==> config.mk <==
export PLATFORM = sky130hd
export DESIGN_NAME = operand_queue
export DESIGN_NICKNAME = d
export VERILOG_FILES = /design/src/rtl/operand_queue.sv
export SDC_FILE = /design/constraint.sdc
export NUM_CORES = 1
export LEC_CHECK = 0
export CORE_MARGIN = 1.5
export CORE_UTILIZATION = 30
export CTS_BUF_LIST = sky130_fd_sc_hd__clkbuf_8
export CTS_CLUSTER_SIZE = 40
export DETAILED_ROUTE_END_ITERATION = 6
export MAX_ROUTING_LAYER = met4
export SETUP_SLACK_MARGIN = 0.05
export SYNTH_ARGS = -nofsm -noshare
export SYNTH_HDL_FRONTEND = slang
export SYNTH_SLANG_ARGS = --single-unit
==> constraint.sdc <==
create_clock -name clk -period 3.3 [get_ports clk]
set_clock_uncertainty 0.05 [all_clocks]
set_input_delay 0.825 -clock clk [delete_from_list [all_inputs] [get_ports clk]]
set_output_delay 0.825 -clock clk [all_outputs]
set_load 0.01 [all_outputs]
==> src/rtl/operand_queue.sv <==
// operand_queue: FWFT queue of 1..3 byte accumulator result bundles.
// Sticky overflow/malformed flags report dropped and ill-formed pushes.
module operand_queue #(
    parameter int DEPTH = 4
) (
    input  logic                       clk,
    input  logic                       reset,
    input  logic [7:0]                 in_r0,
    input  logic [7:0]                 in_r1,
    input  logic [7:0]                 in_r2,
    input  logic                       in_r0_valid,
    input  logic                       in_r1_valid,
    input  logic                       in_r2_valid,
    input  logic                       in_done,
    output logic [7:0]                 out_b0,
    output logic [7:0]                 out_b1,
    output logic [7:0]                 out_b2,
    output logic [1:0]                 out_count,
    output logic                       out_valid,
    input  logic                       out_ready,
    output logic [$clog2(DEPTH):0]     level,
    output logic                       full,
    output logic                       empty,
    output logic                       overflow,
    output logic                       malformed,
    input  logic                       err_clr
);

    localparam int AW = $clog2(DEPTH);
    localparam int LW = AW + 1;
    localparam logic [LW-1:0] DEPTH_L = LW'(DEPTH);

    logic [7:0]    mem_b0_q  [DEPTH];
    logic [7:0]    mem_b1_q  [DEPTH];
    logic [7:0]    mem_b2_q  [DEPTH];
    logic [1:0]    mem_cnt_q [DEPTH];

    logic [AW-1:0] wr_ptr_q, wr_ptr_d;
    logic [AW-1:0] rd_ptr_q, rd_ptr_d;
    logic [LW-1:0] level_q, level_d;
    logic          ovf_q, ovf_d;
    logic          mal_q, mal_d;

    logic [2:0]    vld;
    logic [1:0]    in_cnt;
    logic          well_formed;
    logic          bad_pat;
    logic          push_req;
    logic          push_ok;
    logic          pop;

    assign vld = {in_r2_valid, in_r1_valid, in_r0_valid};

    // Only prefix patterns starting at r0 are legal; all-zero is a silent no-op.
    always_comb begin
        in_cnt      = 2'd0;
        well_formed = 1'b0;
        bad_pat     = 1'b0;
        unique case (vld)
            3'b001: begin in_cnt = 2'd1; well_formed = 1'b1; end
            3'b011: begin in_cnt = 2'd2; well_formed = 1'b1; end
            3'b111: begin in_cnt = 2'd3; well_formed = 1'b1; end
            3'b000: ;
            default: bad_pat = 1'b1;
        endcase
    end

    assign empty    = (level_q == '0);
    assign full     = (level_q == DEPTH_L);
    assign pop      = ~empty & out_ready;
    assign push_req = in_done & well_formed;
    assign push_ok  = push_req & (~full | pop);

    always_comb begin
        wr_ptr_d = wr_ptr_q;
        rd_ptr_d = rd_ptr_q;
        level_d  = level_q;
        if (push_ok) wr_ptr_d = wr_ptr_q + AW'(1);
        if (pop)     rd_ptr_d = rd_ptr_q + AW'(1);
        unique case ({push_ok, pop})
            2'b10:   level_d = level_q + LW'(1);
            2'b01:   level_d = level_q - LW'(1);
            default: level_d = level_q;
        endcase
        // A new error event wins over a same-cycle clear.
        ovf_d = (ovf_q & ~err_clr) | (push_req & full & ~pop);
        mal_d = (mal_q & ~err_clr) | (in_done & bad_pat);
    end

    always_ff @(posedge clk) begin
        if (!reset) begin
            wr_ptr_q <= '0;
            rd_ptr_q <= '0;
            level_q  <= '0;
            ovf_q    <= 1'b0;
            mal_q    <= 1'b0;
        end else begin
            wr_ptr_q <= wr_ptr_d;
            rd_ptr_q <= rd_ptr_d;
            level_q  <= level_d;
            ovf_q    <= ovf_d;
            mal_q    <= mal_d;
        end
    end

    always_ff @(posedge clk) begin
        if (reset && push_ok) begin
            mem_b0_q[wr_ptr_q]  <= in_r0_valid ? in_r0 : 8'h00;
            mem_b1_q[wr_ptr_q]  <= in_r1_valid ? in_r1 : 8'h00;
            mem_b2_q[wr_ptr_q]  <= in_r2_valid ? in_r2 : 8'h00;
            mem_cnt_q[wr_ptr_q] <= in_cnt;
        end
    end

    assign out_valid = ~empty;
    assign out_b0    = empty ? 8'h00 : mem_b0_q[rd_ptr_q];
    assign out_b1    = empty ? 8'h00 : mem_b1_q[rd_ptr_q];
    assign out_b2    = empty ? 8'h00 : mem_b2_q[rd_ptr_q];
    assign out_count = empty ? 2'd0 : mem_cnt_q[rd_ptr_q];
    assign level     = level_q;
    assign overflow  = ovf_q;
    assign malformed = mal_q;

endmodule
==> results of run 1 <==
per-stage QoR:
stage | power (mW) | util (%) | cells | hold slack (ns) | cell area [um^2]
6_report | 3.80 | 40.2 | 572 | 0.422 | 6180
5_1_grt | 3.98 | 40.2 | 572 | 0.462 | 6180
4_1_cts | 3.85 | 40.2 | 572 | 0.426 | 6180
3_5_place_dp | 2.52 | 37.6 | 541 | 0.411 | 5780
3_3_place_gp | 2.52 | 37.6 | 541 | 0.410 | 5780
2_1_floorplan | 2.13 | - | 262 | 0.435 | 4770
tightest hold or removal path: stages, from the launching register on:
cell	delay (ns)
dfxtp_1	0.31
nand2_1	0.05
a21boi_0	0.06
power by group through the flow:
stage	Clock (mW)	Sequential (mW)	Combinational [mW]
2_1_floorplan	0	1.67	0.463
3_3_place_gp	0	1.67	0.841
3_5_place_dp	0	1.67	0.843
4_1_cts	1.36	1.64	0.847
5_1_grt	1.43	1.65	0.897
6_report	1.33	1.64	0.822
cell usage in the layout, fill, tap and decap left out, types with 2 or more instances in the layout:
master and instances:
nor2b_1 2, mux2i_1 3, and2_2 8, clkbuf_8 17, inv_1 8, dfxtp_1 10
mux4_2 26, clkinv_2 2, ha_1 4, edfxtp_1 104, buf_4 10, clkdlybuf4s50_1 65
xnor2_1 3, nand2b_1 2, nand2_1 6, clkinv_1 3, nor2_1 2, clkinvlp_4 3
and2_1 49, and3_2 4, bufinv_16 4, buf_12 4, nand3_1 2
area by class of cell:
class,count,area (um^2)
inverter,6,22.5
fill,1426,9190
clock inverter,14,171
timing repair buffer,80,817
tap,211,264
clock buffer,17,234
sequential,115,3340
multi-input combinational,129,1330
flip-flops by register name, indices dropped and copies added, names as in the netlist, named ones only:
name       flops
level          3
overflow       1
mem_b2_q      32
wr_ptr_q       2
mem_b1_q      32
mem_cnt_q      8
mem_b0_q      32
rd_ptr_q       2
malformed      1
cell families (layout without fill, tap and decap cells):
| family | Yosys count | after routing | share of synthesized area (%) |
|---|---|---|---|
| multiplexers | 30 | 30 | 13.2 |
| XOR/XNOR | 3 | 3 | 0.551 |
| AO/OA/AOI/OAI | 6 | 6 | 1.08 |
| flip-flops | 115 | 115 | 70.1 |
| adder cells (fa/ha/maj) | 5 | 5 | 1.47 |
| buffers and inverters | 18 | 117 | 1.97 |
| AND/OR/NAND/NOR | 85 | 85 | 11.6 |
worst max-delay path by stage:
stage,startpoint,to,slack (ns),cells after the start
2_1_floorplan,in_r2_valid,level[2]$_SDFFE_PN0P_,0.78,7
3_3_place_gp,in_r2_valid,level[2]$_SDFFE_PN0P_,0.27,8
3_5_place_dp,in_r2_valid,level[2]$_SDFFE_PN0P_,0.25,8
4_1_cts,flip-flop,out_count[1],0.07,4
5_1_grt,flip-flop,out_count[1],0.08,4
6_report,flip-flop,out_b2[7],0.23,4
timing repair:
action	in CTS	in global routing
gates resized for setup	0	1
endpoints found under the setup margin	0	16
setup buffers	0	0
routing by layer:
metal	wire length (um)	vias to the layer above
li1	-	1174
met1	3890	1255
met2	4720	62
met3	397	4
met4	54	0
met5	0	-
==> results.py, run 1 <==
metrics = {
    "floorplanning": {
        "rows": 45,
        "fp.dieH_um": 129,
        "fp.dieW_um": 129,
        "start_util_pct": 31.0,
        "coreArea_mm2": 0.0154,
        "die-area_mm2": 0.0167,
        "pin_count": 66,
    },
    "grt": {
        "antenna_found_initial": 0,
        "use_met2_pct": 20.4,
        "grt-ovfl-total": 0,
        "grt_busiest_layer": "met2",
        "grt_pass1_wl_mm": 14.2,
        "gr-usage-all-layers_pct": 12.3,
        "grt_use_met1_pct": 14.2,
        "first_global_vias": 2735,
        "grt_max_degree": 32,
        "grtUsageMet3_pct": 3.84,
    },
    "yosys": {
        "ys_seq_area_share_pct": 70.1,
        "syn_nets": 299,
        "yosysUniqueCellTypes": 36,
        "synthCells": 262,
        "yosysWarningCount": 0,
        "synth_area_leaders": "edfxtp_1, mux4_2, and2_1, dfxtp_1, and2_2",
        "yosysMostFrequentCell": "edfxtp_1",
        "yosys.area.top_type": "edfxtp_1",
        "netlist_area_mm2": 0.00477,
        "ys_seq_elements": 115,
        "yosysTopAreaCellShare_pct": 65.5,
        "yosys-top-cells-count": "edfxtp_1, and2_1, mux4_2",
        "synthFlopType": "edfxtp_1",
        "avgSynthCellArea_um2": 18.2,
        "synthArstFlopShare_pct": 0,
        "synth_edf_count": 104,
    },
    "timing": {
        "finalSetupTns_ns": 0,
        "max_freq_mhz": 326,
        "relSlewSlack_pct": 67.1,
        "period_share_pct": 93.0,
        "period_needed_ns": 3.07,
        "setup_viol": 0,
        "worst_pin_slew_ns": 0.492,
        "hold_violations": 0,
        "grt_setup_unrepaired": "false",
        "drv_slew": 0,
        "fin_ws_ns": 0.229,
    },
    "min_path": {
        "hold_path.class": "flip-flop to flip-flop",
        "min-delay-start": "malformed$_SDFF_PN0_",
        "whs_path_depth": 2,
        "holdPathEnd": "malformed$_SDFF_PN0_",
    },
    "worst_setup_path": {
        "max_stage_delay_ns": 0.53,
        "required_ns": 2.42,
        "critical_path_class": "flip-flop to output port",
        "rr_worst_depth": 7,
        "crit_path_end_kind": "output port",
        "startpoint_type": "flip-flop",
        "worstPathMaxFanout": 17,
        "path_buf_inv": 2,
        "r2r_slack_ns": 0.91,
        "path_delay_family": "buffers and inverters",
        "path_cells": "buf_6, mux4_2, and2_1, clkdlybuf4s50_1",
        "reg2reg_from": "level[1]$_SDFFE_PN0P_",
        "r2r_end": "level[2]$_SDFFE_PN0P_",
        "crit_arrival_ns": 2.20,
        "crit_path_top_delay_cell": "mux4_2",
    },
    "status": {
        "outcome": "finished, final reports clean",
    },
    "clock_network": {
        "cts_made_buffers": 17,
        "clock_path_buffers": 2,
        "cts_hold_buf": 0,
        "cts_tree": "done",
        "cts_root_buffer": "clkbuf_8",
        "path_clk_slew_ns": 0.07,
        "htreeDepth": 4,
        "worstSkewPairLatency_ns": 0.41,
        "clock_sinks": 115,
    },
    "final_layout": {
        "area_growth_pct": 29.7,
        "drive_above_1_share_pct": 24.1,
        "insertedDiodeCount": 0,
        "fin_nets": 386,
    },
    "pwr": {
        "swShare_pct": 23.9,
        "vdd_drop_max_v": 0.000267,
        "power_frac_comb_pct": 21.6,
        "seqPwrFrac_pct": 43.3,
        "leakagePower_nw": 2.04,
        "p_per_area_mw_per_mm2": 614,
        "internal-power_mw": 2.89,
        "p_clk_share_pct": 35.1,
        "p_sw_mw": 0.909,
    },
    "placement": {
        "io_buffers": 65,
        "dp_hpwl_mm": 5.67,
        "gp_congestion": 0.717,
        "dp_worst_setup_slack_ns": 0.251,
    },
    "route": {
        "initialDrtViolationCount": 176,
        "via_per_inst": 4.36,
        "avgRoutedWirePerCell_um": 15.8,
        "drt_wl_total_mm": 9.06,
        "drc": 0,
        "drt-pass1-iter-count": 4,
        "ant_nets": 0,
        "vias": 2495,
    },
    "run": {
        "maxCapViolCount": 0,
    },
}
(Power assumes the default switching activity.)
==> inputs of run 2 (changes only) <==
GPL_TIMING_DRIVEN = 0   (was unset)
SKIP_CTS_REPAIR_TIMING = 1   (was unset)
==> results.py, run 2 (synthesis gave the netlist of run 1 again) <==
metrics = {
    "pwr": {
        "vdd_drop_max_v": 0.000246,
        "swShare_pct": 25.7,
        "p_per_area_mw_per_mm2": 614,
        "seqPwrFrac_pct": 44.0,
        "power_frac_comb_pct": 23.2,
        "leakagePower_nw": 2.01,
        "p_clk_share_pct": 32.8,
        "p_sw_mw": 0.961,
        "power_mw": 3.74,
        "internal-power_mw": 2.78,
    },
    "run": {
        "maxCapViolCount": 0,
    },
    "worst_setup_path": {
        "path_cells": "or3_4, clkbuf_4, buf_4, and2_1, clkdlybuf4s50_1",
        "crit_arrival_ns": 2.27,
        "required_ns": 2.42,
        "r2r_slack_ns": 0.75,
        "crit_path_top_delay_cell": "clkdlybuf4s50_1",
        "worstPathMaxFanout": 10,
        "crit_path_end_kind": "output port",
        "path_buf_inv": 3,
        "critical_path_class": "flip-flop to output port",
        "path_delay_family": "buffers and inverters",
        "max_stage_delay_ns": 0.48,
        "reg2reg_from": "level[1]$_SDFFE_PN0P_",
        "r2r_end": "level[2]$_SDFFE_PN0P_",
        "crit_start": "level[1]$_SDFFE_PN0P_",
        "rr_worst_depth": 8,
        "startpoint_type": "flip-flop",
    },
    "floorplanning": {
        "fp.dieW_um": 129,
        "rows": 45,
        "die-area_mm2": 0.0167,
        "pin_count": 66,
        "fp.dieH_um": 129,
        "coreArea_mm2": 0.0154,
        "start_util_pct": 31.0,
    },
    "placement": {
        "dp.cells": 538,
        "dp_hpwl_mm": 5.85,
        "io_buffers": 65,
        "dpl-instance-area_mm2": 0.00568,
        "gp_congestion": 0.760,
        "dp_worst_setup_slack_ns": -0.190,
    },
    "timing": {
        "hold_ws_ns": 0.423,
        "grt_setup_unrepaired": "false",
        "period_share_pct": 95.4,
        "relSlewSlack_pct": 50.2,
        "fin_ws_ns": 0.153,
        "period_needed_ns": 3.15,
        "drv_slew": 0,
        "worst_pin_slew_ns": 0.747,
        "hold_violations": 0,
        "max_freq_mhz": 318,
        "setup_viol": 0,
    },
    "grt": {
        "grt_pass1_wl_mm": 14.4,
        "grt-ovfl-total": 0,
        "antenna_found_initial": 0,
        "grt_max_degree": 27,
        "gr-usage-all-layers_pct": 12.5,
        "first_global_vias": 2711,
    },
    "min_path": {
        "holdPathEnd": "malformed$_SDFF_PN0_",
        "min-delay-start": "malformed$_SDFF_PN0_",
        "whs_path_depth": 2,
        "hold_path.class": "flip-flop to flip-flop",
    },
    "clock_network": {
        "path_clk_slew_ns": 0.07,
        "clock_sinks": 115,
        "cts_root_buffer": "clkbuf_8",
        "worstSkewPairLatency_ns": 0.42,
        "clock_path_buffers": 2,
        "htreeDepth": 4,
        "cts_made_buffers": 17,
        "cts_tree": "done",
    },
    "final_layout": {
        "stdcell_count": 569,
        "final_common_cell": "edfxtp_1",
        "layout_common_cells": "edfxtp_1, clkdlybuf4s50_1, and2_1, mux4_2, clkbuf_8",
        "final_area_mm2": 0.00609,
        "fin_nets": 382,
        "drive_above_1_share_pct": 23.7,
        "area_growth_pct": 27.8,
        "reg_top3": "mem_b0_q x32, mem_b1_q x32, mem_b2_q x32",
        "insertedDiodeCount": 0,
    },
    "route": {
        "drc": 0,
        "vias": 2500,
        "drt-pass1-iter-count": 4,
        "avgRoutedWirePerCell_um": 16.7,
        "ant_nets": 0,
        "initialDrtViolationCount": 125,
        "drt_wl_total_mm": 9.53,
        "via_per_inst": 4.39,
    },
    "status": {
        "outcome": "finished, final reports clean",
    },
}
==> run 2: cell count changes in the layout (fill, tap and decap cells not counted), sizes merged <==
cell / previous run / this run
buf: 15 / 6
clkbuf: 17 / 22
clkinv: 5 / 8
bufinv: 4 / 2
clkdlybuf4s50: 65 / 64
clkinvlp: 3 / 4
dlymetal6s2s: 0 / 1
inv: 8 / 7
==> run 2: final cells by class <==
type	instances	area (um^2)
buffer	11	96.3
timing repair buffer	65	653
tap	211	264
inverter	6	22.5
clock inverter	15	144
clock buffer	17	234
fill	1417	9280
sequential	115	3340
multi-input combinational	129	1340
==> run 2: power by group through the flow <==
stage | Combinational (mW) | Sequential [mW] | Clock [mW]
after floorplan | 0.463 | 1.67 | 0
after global placement | 0.851 | 1.67 | 0
after detailed placement | 0.862 | 1.67 | 0
after CTS | 0.866 | 1.64 | 1.25
after global routing | 0.942 | 1.65 | 1.31
final | 0.870 | 1.65 | 1.23
==> run 2: per-layer routing <==
layer / part of all wire [%] / vias to the layer above / track usage (%)
met5: 0 / - / -
met4: 1.2 / 0 / 3.97
met3: 4.9 / 12 / 4.00
met2: 51 / 69 / 21.4
met1: 43 / 1248 / 14.1
li1: - / 1171 / -
==> run 2: how the worst max path moves through the flow <==
| stage | endpoint | slack [ns] | cells after the start |
|---|---|---|---|
| 6_report | out_count[0] | 0.15 | 5 |
| 5_1_grt | out_b1[5] | 0.05 | 5 |
| 4_1_cts | out_count[0] | -0.23 | 5 |
| 3_5_place_dp | level[2]$_SDFFE_PN0P_ | -0.19 | 8 |
| 3_3_place_gp | level[2]$_SDFFE_PN0P_ | -0.16 | 8 |
| 2_1_floorplan | level[2]$_SDFFE_PN0P_ | 0.78 | 7 |
==> run 2: worst min-delay path, delay by kind of cell (launching register included) <==
kind             cells  cell delay [ns]
AO/OA/AOI/OAI        1             0.06
flip-flops           1             0.31
AND/OR/NAND/NOR      1             0.05
==> run 2: metrics by stage <==
stage / utilization (%) / setup TNS, ns
finish: 39.7 / 0
global route: 39.7 / 0
detailed placement: 37.0 / -8.90
CTS: 39.4 / -2.82
global placement: 37.0 / -7.50
floorplan: - / 0
